**config.mk**
```make
export PLATFORM = sky130hd
export DESIGN_NAME = match_scheduler_flat
export DESIGN_NICKNAME = d
export VERILOG_FILES = /design/src/rtl/match_scheduler_if.sv /design/src/rtl/match_scheduler.sv /design/src/flat_wrapper.sv
export SDC_FILE = /design/constraint.sdc
export NUM_CORES = 2
export LEC_CHECK = 0
export CAP_MARGIN = 0
export CORE_AREA = 2 2 660 662
export DETAILED_ROUTE_END_ITERATION = 10
export DIE_AREA = 0 0 662 664
export HOLD_SLACK_MARGIN = 0.08
export SETUP_SLACK_MARGIN = 0.2
export SLEW_MARGIN = 30
export SYNTH_ARGS = -nofsm -noshare
export SYNTH_HDL_FRONTEND = slang
export SYNTH_SLANG_ARGS = --single-unit
```
**constraint.sdc**
```tcl
create_clock -name clk -period 127.2 [get_ports clk]
set_input_delay 31.8 -clock clk [delete_from_list [all_inputs] [get_ports clk]]
set_output_delay 31.8 -clock clk [all_outputs]
set_load 0.02 [all_outputs]
```
**src/rtl/match_scheduler_if.sv**
```systemverilog
// Scheduler bundle: job config, window-memory read port, accelerator handshake,
// result FIFO head and job status. master = scheduler side.
interface match_scheduler_if #(
   parameter int WORDS = 24
);
   logic                 cfg_go;
   logic [15:0]          cfg_base;
   logic [7:0]           cfg_count;
   logic                 mem_rd;
   logic [15:0]          mem_addr;
   logic [63:0]          mem_rdata;
   logic [64*WORDS-1:0]  bmr;
   logic                 acc_start;
   logic                 acc_finish;
   logic [15:0]          acc_note;
   logic [15:0]          acc_length;
   logic                 res_valid;
   logic [15:0]          res_note;
   logic [15:0]          res_length;
   logic                 res_pop;
   logic                 busy;
   logic                 done;
   logic                 err_timeout;

   modport master (
      input  cfg_go, cfg_base, cfg_count, mem_rdata, acc_finish, acc_note, acc_length, res_pop,
      output mem_rd, mem_addr, bmr, acc_start, res_valid, res_note, res_length, busy, done, err_timeout
   );
   modport slave (
      output cfg_go, cfg_base, cfg_count, mem_rdata, acc_finish, acc_note, acc_length, res_pop,
      input  mem_rd, mem_addr, bmr, acc_start, res_valid, res_note, res_length, busy, done, err_timeout
   );
endinterface

```
**src/rtl/match_scheduler.sv**
```systemverilog
// Per-symbol job sequencer: gathers a WORDS-beat window from memory, runs the
// match accelerator on it, and queues {note,length} results in a small FIFO.
module match_scheduler #(
   parameter int WORDS      = 24,
   parameter int TIMEOUT    = 64,
   parameter int FIFO_DEPTH = 4
) (
   input  logic               clk,
   input  logic               rst,
   match_scheduler_if.master  bus
);
   localparam int BW = $clog2(WORDS + 2);
   localparam int TW = $clog2(TIMEOUT + 1);
   localparam int PW = (FIFO_DEPTH > 1) ? $clog2(FIFO_DEPTH) : 1;
   localparam int CW = $clog2(FIFO_DEPTH) + 1;

   typedef enum logic [2:0] {IDLE, FETCH, START, WAIT, STORE, STALL, DONE} state_t;

   state_t              r_state;
   logic [15:0]         r_base;
   logic [7:0]          r_count;
   logic [7:0]          r_sym;
   logic [BW-1:0]       r_beat;
   logic [TW-1:0]       r_tmo;
   logic                r_mem_rd;
   logic [15:0]         r_mem_addr;
   logic [64*WORDS-1:0] r_bmr;
   logic                r_acc_start;
   logic                r_err;
   logic [15:0]         r_note;
   logic [15:0]         r_len;

   logic [15:0]         r_fifo_note [FIFO_DEPTH];
   logic [15:0]         r_fifo_len  [FIFO_DEPTH];
   logic [PW-1:0]       r_wp;
   logic [PW-1:0]       r_rp;
   logic [CW-1:0]       r_cnt;

   logic                w_full;
   logic                w_push;
   logic                w_pop;
   logic                w_last;
   logic                w_go;
   logic [15:0]         w_next_addr;

   assign w_full      = (r_cnt == CW'(FIFO_DEPTH));
   assign w_push      = ((r_state == STORE) || (r_state == STALL)) && !w_full;
   assign w_pop       = bus.res_pop && (r_cnt != '0);
   assign w_last      = ({1'b0, r_sym} + 9'd1) >= {1'b0, r_count};
   assign w_go        = bus.cfg_go && ((r_state == IDLE) || (r_state == DONE));
   assign w_next_addr = r_base + 16'((32'(r_sym) + 32'd1) * 32'(WORDS));

   always_ff @(posedge clk or posedge rst) begin
      if (rst) begin
         r_state     <= IDLE;
         r_base      <= '0;
         r_count     <= '0;
         r_sym       <= '0;
         r_beat      <= '0;
         r_tmo       <= '0;
         r_mem_rd    <= 1'b0;
         r_mem_addr  <= '0;
         r_bmr       <= '0;
         r_acc_start <= 1'b0;
         r_err       <= 1'b0;
         r_note      <= '0;
         r_len       <= '0;
      end else begin
         r_acc_start <= 1'b0;
         case (r_state)
            IDLE, DONE: begin
               if (w_go) begin
                  r_base  <= bus.cfg_base;
                  r_count <= bus.cfg_count;
                  r_sym   <= '0;
                  r_err   <= 1'b0;
                  if (bus.cfg_count != 8'd0) begin
                     r_state    <= FETCH;
                     r_beat     <= '0;
                     r_mem_rd   <= 1'b1;
                     r_mem_addr <= bus.cfg_base;
                  end else begin
                     r_state <= DONE;
                  end
               end
            end
            FETCH: begin
               // r_beat is the beat on the bus now; the previous beat's data is arriving
               if (r_beat != '0)
                  r_bmr[64*(int'(r_beat)-1) +: 64] <= bus.mem_rdata;
               r_mem_rd <= (int'(r_beat) < WORDS - 1);
               if (int'(r_beat) < WORDS - 1)
                  r_mem_addr <= r_mem_addr + 16'd1;
               if (int'(r_beat) == WORDS) begin
                  r_state     <= START;
                  r_acc_start <= 1'b1;
               end
               r_beat <= r_beat + BW'(1);
            end
            START: begin
               r_state <= WAIT;
               r_tmo   <= '0;
            end
            WAIT: begin
               if (bus.acc_finish) begin
                  r_note  <= bus.acc_note;
                  r_len   <= bus.acc_length;
                  r_state <= STORE;
               end else if (r_tmo == TW'(TIMEOUT - 1)) begin
                  r_err   <= 1'b1;
                  r_state <= DONE;
               end else begin
                  r_tmo <= r_tmo + TW'(1);
               end
            end
            STORE, STALL: begin
               if (w_push) begin
                  if (w_last) begin
                     r_state <= DONE;
                  end else begin
                     r_sym      <= r_sym + 8'd1;
                     r_state    <= FETCH;
                     r_beat     <= '0;
                     r_mem_rd   <= 1'b1;
                     r_mem_addr <= w_next_addr;
                  end
               end else begin
                  r_state <= STALL;
               end
            end
            default: r_state <= IDLE;
         endcase
      end
   end

   // Storage needs no reset: the head is masked while the FIFO is empty.
   always_ff @(posedge clk) begin
      if (w_push) begin
         r_fifo_note[r_wp] <= r_note;
         r_fifo_len[r_wp]  <= r_len;
      end
   end

   always_ff @(posedge clk or posedge rst) begin
      if (rst) begin
         r_wp  <= '0;
         r_rp  <= '0;
         r_cnt <= '0;
      end else begin
         if (w_push)
            r_wp <= (int'(r_wp) == FIFO_DEPTH - 1) ? '0 : r_wp + PW'(1);
         if (w_pop)
            r_rp <= (int'(r_rp) == FIFO_DEPTH - 1) ? '0 : r_rp + PW'(1);
         r_cnt <= r_cnt + CW'(w_push) - CW'(w_pop);
      end
   end

   assign bus.mem_rd      = r_mem_rd;
   assign bus.mem_addr    = r_mem_addr;
   assign bus.bmr         = r_bmr;
   assign bus.acc_start   = r_acc_start;
   assign bus.res_valid   = (r_cnt != '0);
   assign bus.res_note    = (r_cnt != '0) ? r_fifo_note[r_rp] : 16'd0;
   assign bus.res_length  = (r_cnt != '0) ? r_fifo_len[r_rp]  : 16'd0;
   assign bus.busy        = (r_state != IDLE) && (r_state != DONE);
   assign bus.done        = (r_state == DONE);
   assign bus.err_timeout = r_err;
endmodule
```
**src/flat_wrapper.sv**
```systemverilog
// flat-port wrapper written by rule: the top's interface ports become plain ports
module match_scheduler_flat 
#(
   parameter int WORDS      = 24,
   parameter int TIMEOUT    = 64,
   parameter int FIFO_DEPTH = 4
)
  (clk, rst, bus_cfg_go, bus_cfg_base, bus_cfg_count, bus_mem_rdata, bus_acc_finish, bus_acc_note, bus_acc_length, bus_res_pop, bus_mem_rd, bus_mem_addr, bus_bmr, bus_acc_start, bus_res_valid, bus_res_note, bus_res_length, bus_busy, bus_done, bus_err_timeout);
  match_scheduler_if #(.WORDS(WORDS)) bus_i ();
  input  logic clk;
  input  logic rst;
  input wire logic [$bits(bus_i.cfg_go)-1:0] bus_cfg_go;
  input wire logic [$bits(bus_i.cfg_base)-1:0] bus_cfg_base;
  input wire logic [$bits(bus_i.cfg_count)-1:0] bus_cfg_count;
  input wire logic [$bits(bus_i.mem_rdata)-1:0] bus_mem_rdata;
  input wire logic [$bits(bus_i.acc_finish)-1:0] bus_acc_finish;
  input wire logic [$bits(bus_i.acc_note)-1:0] bus_acc_note;
  input wire logic [$bits(bus_i.acc_length)-1:0] bus_acc_length;
  input wire logic [$bits(bus_i.res_pop)-1:0] bus_res_pop;
  output wire logic [$bits(bus_i.mem_rd)-1:0] bus_mem_rd;
  output wire logic [$bits(bus_i.mem_addr)-1:0] bus_mem_addr;
  output wire logic [$bits(bus_i.bmr)-1:0] bus_bmr;
  output wire logic [$bits(bus_i.acc_start)-1:0] bus_acc_start;
  output wire logic [$bits(bus_i.res_valid)-1:0] bus_res_valid;
  output wire logic [$bits(bus_i.res_note)-1:0] bus_res_note;
  output wire logic [$bits(bus_i.res_length)-1:0] bus_res_length;
  output wire logic [$bits(bus_i.busy)-1:0] bus_busy;
  output wire logic [$bits(bus_i.done)-1:0] bus_done;
  output wire logic [$bits(bus_i.err_timeout)-1:0] bus_err_timeout;
  assign bus_i.cfg_go = bus_cfg_go;
  assign bus_i.cfg_base = bus_cfg_base;
  assign bus_i.cfg_count = bus_cfg_count;
  assign bus_i.mem_rdata = bus_mem_rdata;
  assign bus_i.acc_finish = bus_acc_finish;
  assign bus_i.acc_note = bus_acc_note;
  assign bus_i.acc_length = bus_acc_length;
  assign bus_i.res_pop = bus_res_pop;
  assign bus_mem_rd = bus_i.mem_rd;
  assign bus_mem_addr = bus_i.mem_addr;
  assign bus_bmr = bus_i.bmr;
  assign bus_acc_start = bus_i.acc_start;
  assign bus_res_valid = bus_i.res_valid;
  assign bus_res_note = bus_i.res_note;
  assign bus_res_length = bus_i.res_length;
  assign bus_busy = bus_i.busy;
  assign bus_done = bus_i.done;
  assign bus_err_timeout = bus_i.err_timeout;
  match_scheduler #(.WORDS(WORDS), .TIMEOUT(TIMEOUT), .FIFO_DEPTH(FIFO_DEPTH)) u_core (.clk(clk), .rst(rst), .bus(bus_i));
endmodule
```
# == Word level (Yosys, flattened, before mapping) ==
# Memories as Yosys holds them, arrays and structs flattened.
# Index checks and enable logic that the tools add are counted.
# classes
n_addsub,13
n_mul,1
magnitude_cmp,2
n_eq_ne,22
shifts,2
n_mux,44
reduce_logical,27
# ops
cell,n
$bwmux 1536,1
$shift 64x33->1536 const A,1
$shiftx 64x33->1536,1
$mux 16,7
$pmux 16 s3,1
$neg 32->33,1
$mul 32x2->13 const B,1
$mux 8,3
$mux 3,7
$mux 5,4
$add 8x1->9 const B,2
$add 16x1->16 const B,1
$add 16x16->16,1
$pmux 8 s2,1
$pmux 3 s5,1
$pmux 5 s3,1
$mux 7,2
$pmux 7 s2,1
$eq 3x3->1 const B,4
$ne 2x1->1 const B,6
$mux 1,11
$ge 9x8->1,1
$reduce_bool 3->1,3
$add 8x1->8 const B,1
31 further kinds,48
# totals
regBits,1641
ramBits,128
out_inout_bits,1590
wordCells,129
memories,2
# memory_table
name,depth,width,rd,rd_ports_with_merged_regs,wr,line_no,rtl
u_core.r_fifo_len,4,16,1,0,1,match_scheduler.sv:34,logic [15:0] r_fifo_len [FIFO_DEPTH];
u_core.r_fifo_note,4,16,1,0,1,match_scheduler.sv:33,logic [15:0] r_fifo_note [FIFO_DEPTH];

# == Longest topological paths before layout ==
# depth
ltp_word,6
ltp_mapped,17
depth_no_buf,17

# == Worst setup path after synthesis ==
# OpenSTA, ideal clock, no wires.
# synth_path
path_kind,reg2out
start,reg u_core.r_rp[0]
end,out bus_res_length[10]
arrival_time_ns,1.979
path_slack_ns,93.421
path_stages_with_launch,5
cell_sequence,dfrtp_1 > clkbuf_1 > buf_1 > mux4_2 > and2_1
# synth_between
elab_chain_len,2
# synth_rtl
item,line_no,rtl
"start, declared",match_scheduler.sv:36,logic [PW-1:0] r_rp;
"start signal, assigned",match_scheduler.sv:153,r_rp <= (int'(r_rp) == FIFO_DEPTH - 1) ? '0 : r_rp + PW'(1);
$mem_v2 4x16,-,
$mux 16,match_scheduler.sv:164,assign bus.res_length = (r_cnt != '0) ? r_fifo_len[r_rp] : 16'd0;
"end, declared",flat_wrapper.sv:26,output wire logic [$bits(bus_i.res_length)-1:0] bus_res_length;
# Every way passes these cells.

==> impl_results.md <==
- Commonest non-fill, non-tap cells in the layout: clkdlybuf4s50_1, dfrtp_1, mux2_2
- Post-CTS Setup Bufs: 0
- Worst Setup End Kind: async pin
- Via count: 53.71k
- Tcrit/Tclk final: 28.36%
- EDFF count, synth: 128
- Startpoint types: input port
- Post-DP HPWL: 283100 um
- Slew @ Worst Pin: 1.052 ns
- CP peak stage delay: 0.77 ns
- Kind of critical path: in2async
- Required @ worst endpoint: 128.09 ns
- Peak fanout along the critical path: 161
- Main flop type after synthesis: dfrtp_1
- Met1 wire length: 147400 um
- Final Max Tran Viols: 0
- Cell area after technology mapping: 71340 um^2
- Buf/Inv on CP: 8
- Std-Cell Rows: 242
- RSZ-0062 raised after global routing: no
- Register area share after synthesis: 62.95%
- Largest net degree at the start of global routing: 176
- Via density: 4.100
- FF+latch count, synth: 1769
- Setup TNS: 0 ns
- Peak Freq: 27.72 MHz
- Synth warn: 0
- Num CTS Buffers: 206
- Clk buf depth: 4
- Final hold violations: 0
- Slowest cell on the critical path: buf_4
- Die height: 664 um
- # IOs: 1715
- Cell count after synthesis: 5548
- Detailed-route wire length per cell: 29.23 um
- Core Area: 432700 um^2
- Util after Layout: 23.75%
- Final WS setup: 91.13 ns
- Leak: 43.93 nW
- I/O Buffers: 1714
- Dpl ws: 90.27 ns
- Fin nets: 7354
- Final WL: 382900 um
- Layout area overhead: 44.02%
- Max-cap viol count: 0
- Die ar.: 439600 um^2
- Worst-path cell chain: clkdlybuf4s50_1 > inv_8 > buf_12 > buf_12 > buf_16 > buf_4 > buf_4 > buf_12
- Root Driver: clkbuf_16
- RePlAce Congestion: 0.8490
- Leading cell type in the layout, fill and taps excluded: clkdlybuf4s50_1
- Chip Width: 662 um
- Crit path DAT: 36.96 ns
- Reg clk slew, reported paths: 0.06 ns
- Met2 WL: 183400 um
- Clk_lat worst skew: 0.89 ns
- Post-CTS Resized: 0
- Final setup fails: 0
- Synth top area share: 57.56%
- VDD IR max: 16.43 uV
- Total track usage: 16.75%
- Final min period: 36.07 ns
- Hold buffer count at CTS: 0
- CP top delay family: buffers and inverters
- Synth async-reset ratio: 92.76%
- Iter 0 DRT Violations: 4908
- Most common cell on crit path: buf_12
- Multi-input logic area: 24830 um^2
- Number of global-route vias before repair: 53.25k
- Antenna viol nets, final: 0
- Fillers: 45.69k
- Share of layout cells above drive strength 1: 20.06%
- DRC: 0
- DR WL met3: 33310 um
- Post-synth cell types: 70
- Clock skew: 0.05344 ns
- Initial Util: 16.49%
- Mapped Nets: 5726
- Flip-flop and latch area: 44910 um^2
- DR pass1 iterations: 8
- Synth Area per Inst: 12.86 um^2
- Synth top area cells: dfrtp_1, mux2_2, edfxtp_1
- GR Overflow Total: 0
- Yosys top cell by area: dfrtp_1
- Max layer used: met5
- HP Class: reg2reg
- CTS sink cnt: 1769
- Pwr dens: 19.82 nW/um^2
- Initial antenna violation count: 74
- First-pass GRT wire length: 501300 um
- H-tree depth: 4
- Max transition margin: 29.86%
- TritonCTS clock tree: yes
- Status: complete, no violations
## synthesized netlist by cell type, types with 5 or more instances
library cell and instances:
xnor2_1 24, nor2_1 560, a222oi_1 5, a21o_1 6, nor3_1 15, and3_1 14
nand3_1 29, mux4_2 32, a31oi_1 6, a21oi_1 18, or3_1 5, clkbuf_1 326
mux2_1 64, dfrtp_1 1641, o21ai_0 110, nor3_2 8, nand2b_1 73, nor4_1 6
mux2_2 826, buf_1 24, buf_2 71, ha_1 50, xor2_1 16, o31ai_1 390
buf_6 24, inv_1 40, nand2_1 582, nand4_1 14, nor2b_1 74, edfxtp_1 128
and2_1 37, a22o_1 260
## worst min-delay path, delay by kind of cell, from the launching register on
kind | cells | cell delay [ns]
AOI/OAI and AO/OA | 1 | 0.05
and+or+nand+nor | 1 | 0.05
DFF | 1 | 0.34
## per-stage QoR
stage	total power (W)	instance area (um^2)	cells	hold WS, ns
2_1_floorplan	0.0009698	71340	5548	0.4557
3_3_place_gp	0.001429	95330	12690	0.4584
3_5_place_dp	0.001436	95490	12700	0.4645
4_1_cts	0.002069	102600	13070	0.4775
5_1_grt	0.002116	102700	13090	0.4954
6_report	0.002036	102700	13100	0.4729
## cell families after synthesis
kind of cell | synth area share (%)
AO/OA/AOI/OAI | 8.815
XOR/XNOR | 0.5367
adder cells (fa/ha/maj) | 0.9752
buffers and inverters | 2.929
flip-flops | 62.95
multiplexers | 15.06
AND/OR/NAND/NOR | 8.736
## sequential cells by signal (all words and copies together), names as in the netlist, 3 cells and up
register / cells
u_core.bus.bmr: 1536
u_core.r_fifo_len: 64
u_core.r_fifo_note: 64
u_core.bus.mem_addr: 16
u_core.r_base: 16
u_core.r_len: 16
u_core.r_note: 16
u_core.r_count: 8
u_core.r_sym: 8
u_core.r_tmo: 7
u_core.r_beat: 5
u_core.r_cnt: 3
u_core.r_state: 3
## path summary, 6_finish.rpt
| kind | from | end | slack, ns | depth (start not counted) |
|---|---|---|---|---|
| max in group clk | u_core.r_rp[0] | bus_res_note[14] | 91.95 | 4 |
| worst max register to register | u_core.r_beat[0] | u_core.bus.bmr[554] | 120.01 | 15 |
| worst max-delay path | rst | u_core.bus.bmr[803] | 91.13 | 8 |
| min in group asynchronous | rst | u_core.bus.bmr[66] | 31.45 | 2 |
| worst min register to register | u_core.bus.bmr[1385] | u_core.bus.bmr[1385] | 0.47 | 2 |
| worst min-delay path | u_core.bus.bmr[1385] | u_core.bus.bmr[1385] | 0.47 | 2 |
## report_power, final
| part | internal, W | switching [W] | total (W) | leakage (nW) |
|---|---|---|---|---|
| clock | 0.000364 | 0.000262 | 0.000626 | 3.46 |
| combinational | 0.000186 | 0.000560 | 0.000746 | 19.3 |
| sequential | 0.000622 | 0.0000415 | 0.000664 | 21.2 |
## layout make-up
| class | count | area share [%] |
|---|---|---|
| repair buffers | 1865 | 18.03 |
| inverters | 40 | 0.1534 |
| diodes | 25 | 0.06089 |
| clock inverters | 83 | 1.033 |
| flip-flops and latches | 1769 | 43.71 |
| well taps | 5734 | 6.983 |
| multi-input cells | 3294 | 24.16 |
| clock buffers | 291 | 5.868 |
## routing by layer
layer	vias up	GRT usage, %
li1	22860	-
met1	27860	19.75
met2	2444	28.13
met3	529	5.040
met4	10	7.055
met5	-	0
Power figures use the tool's default switching activity.
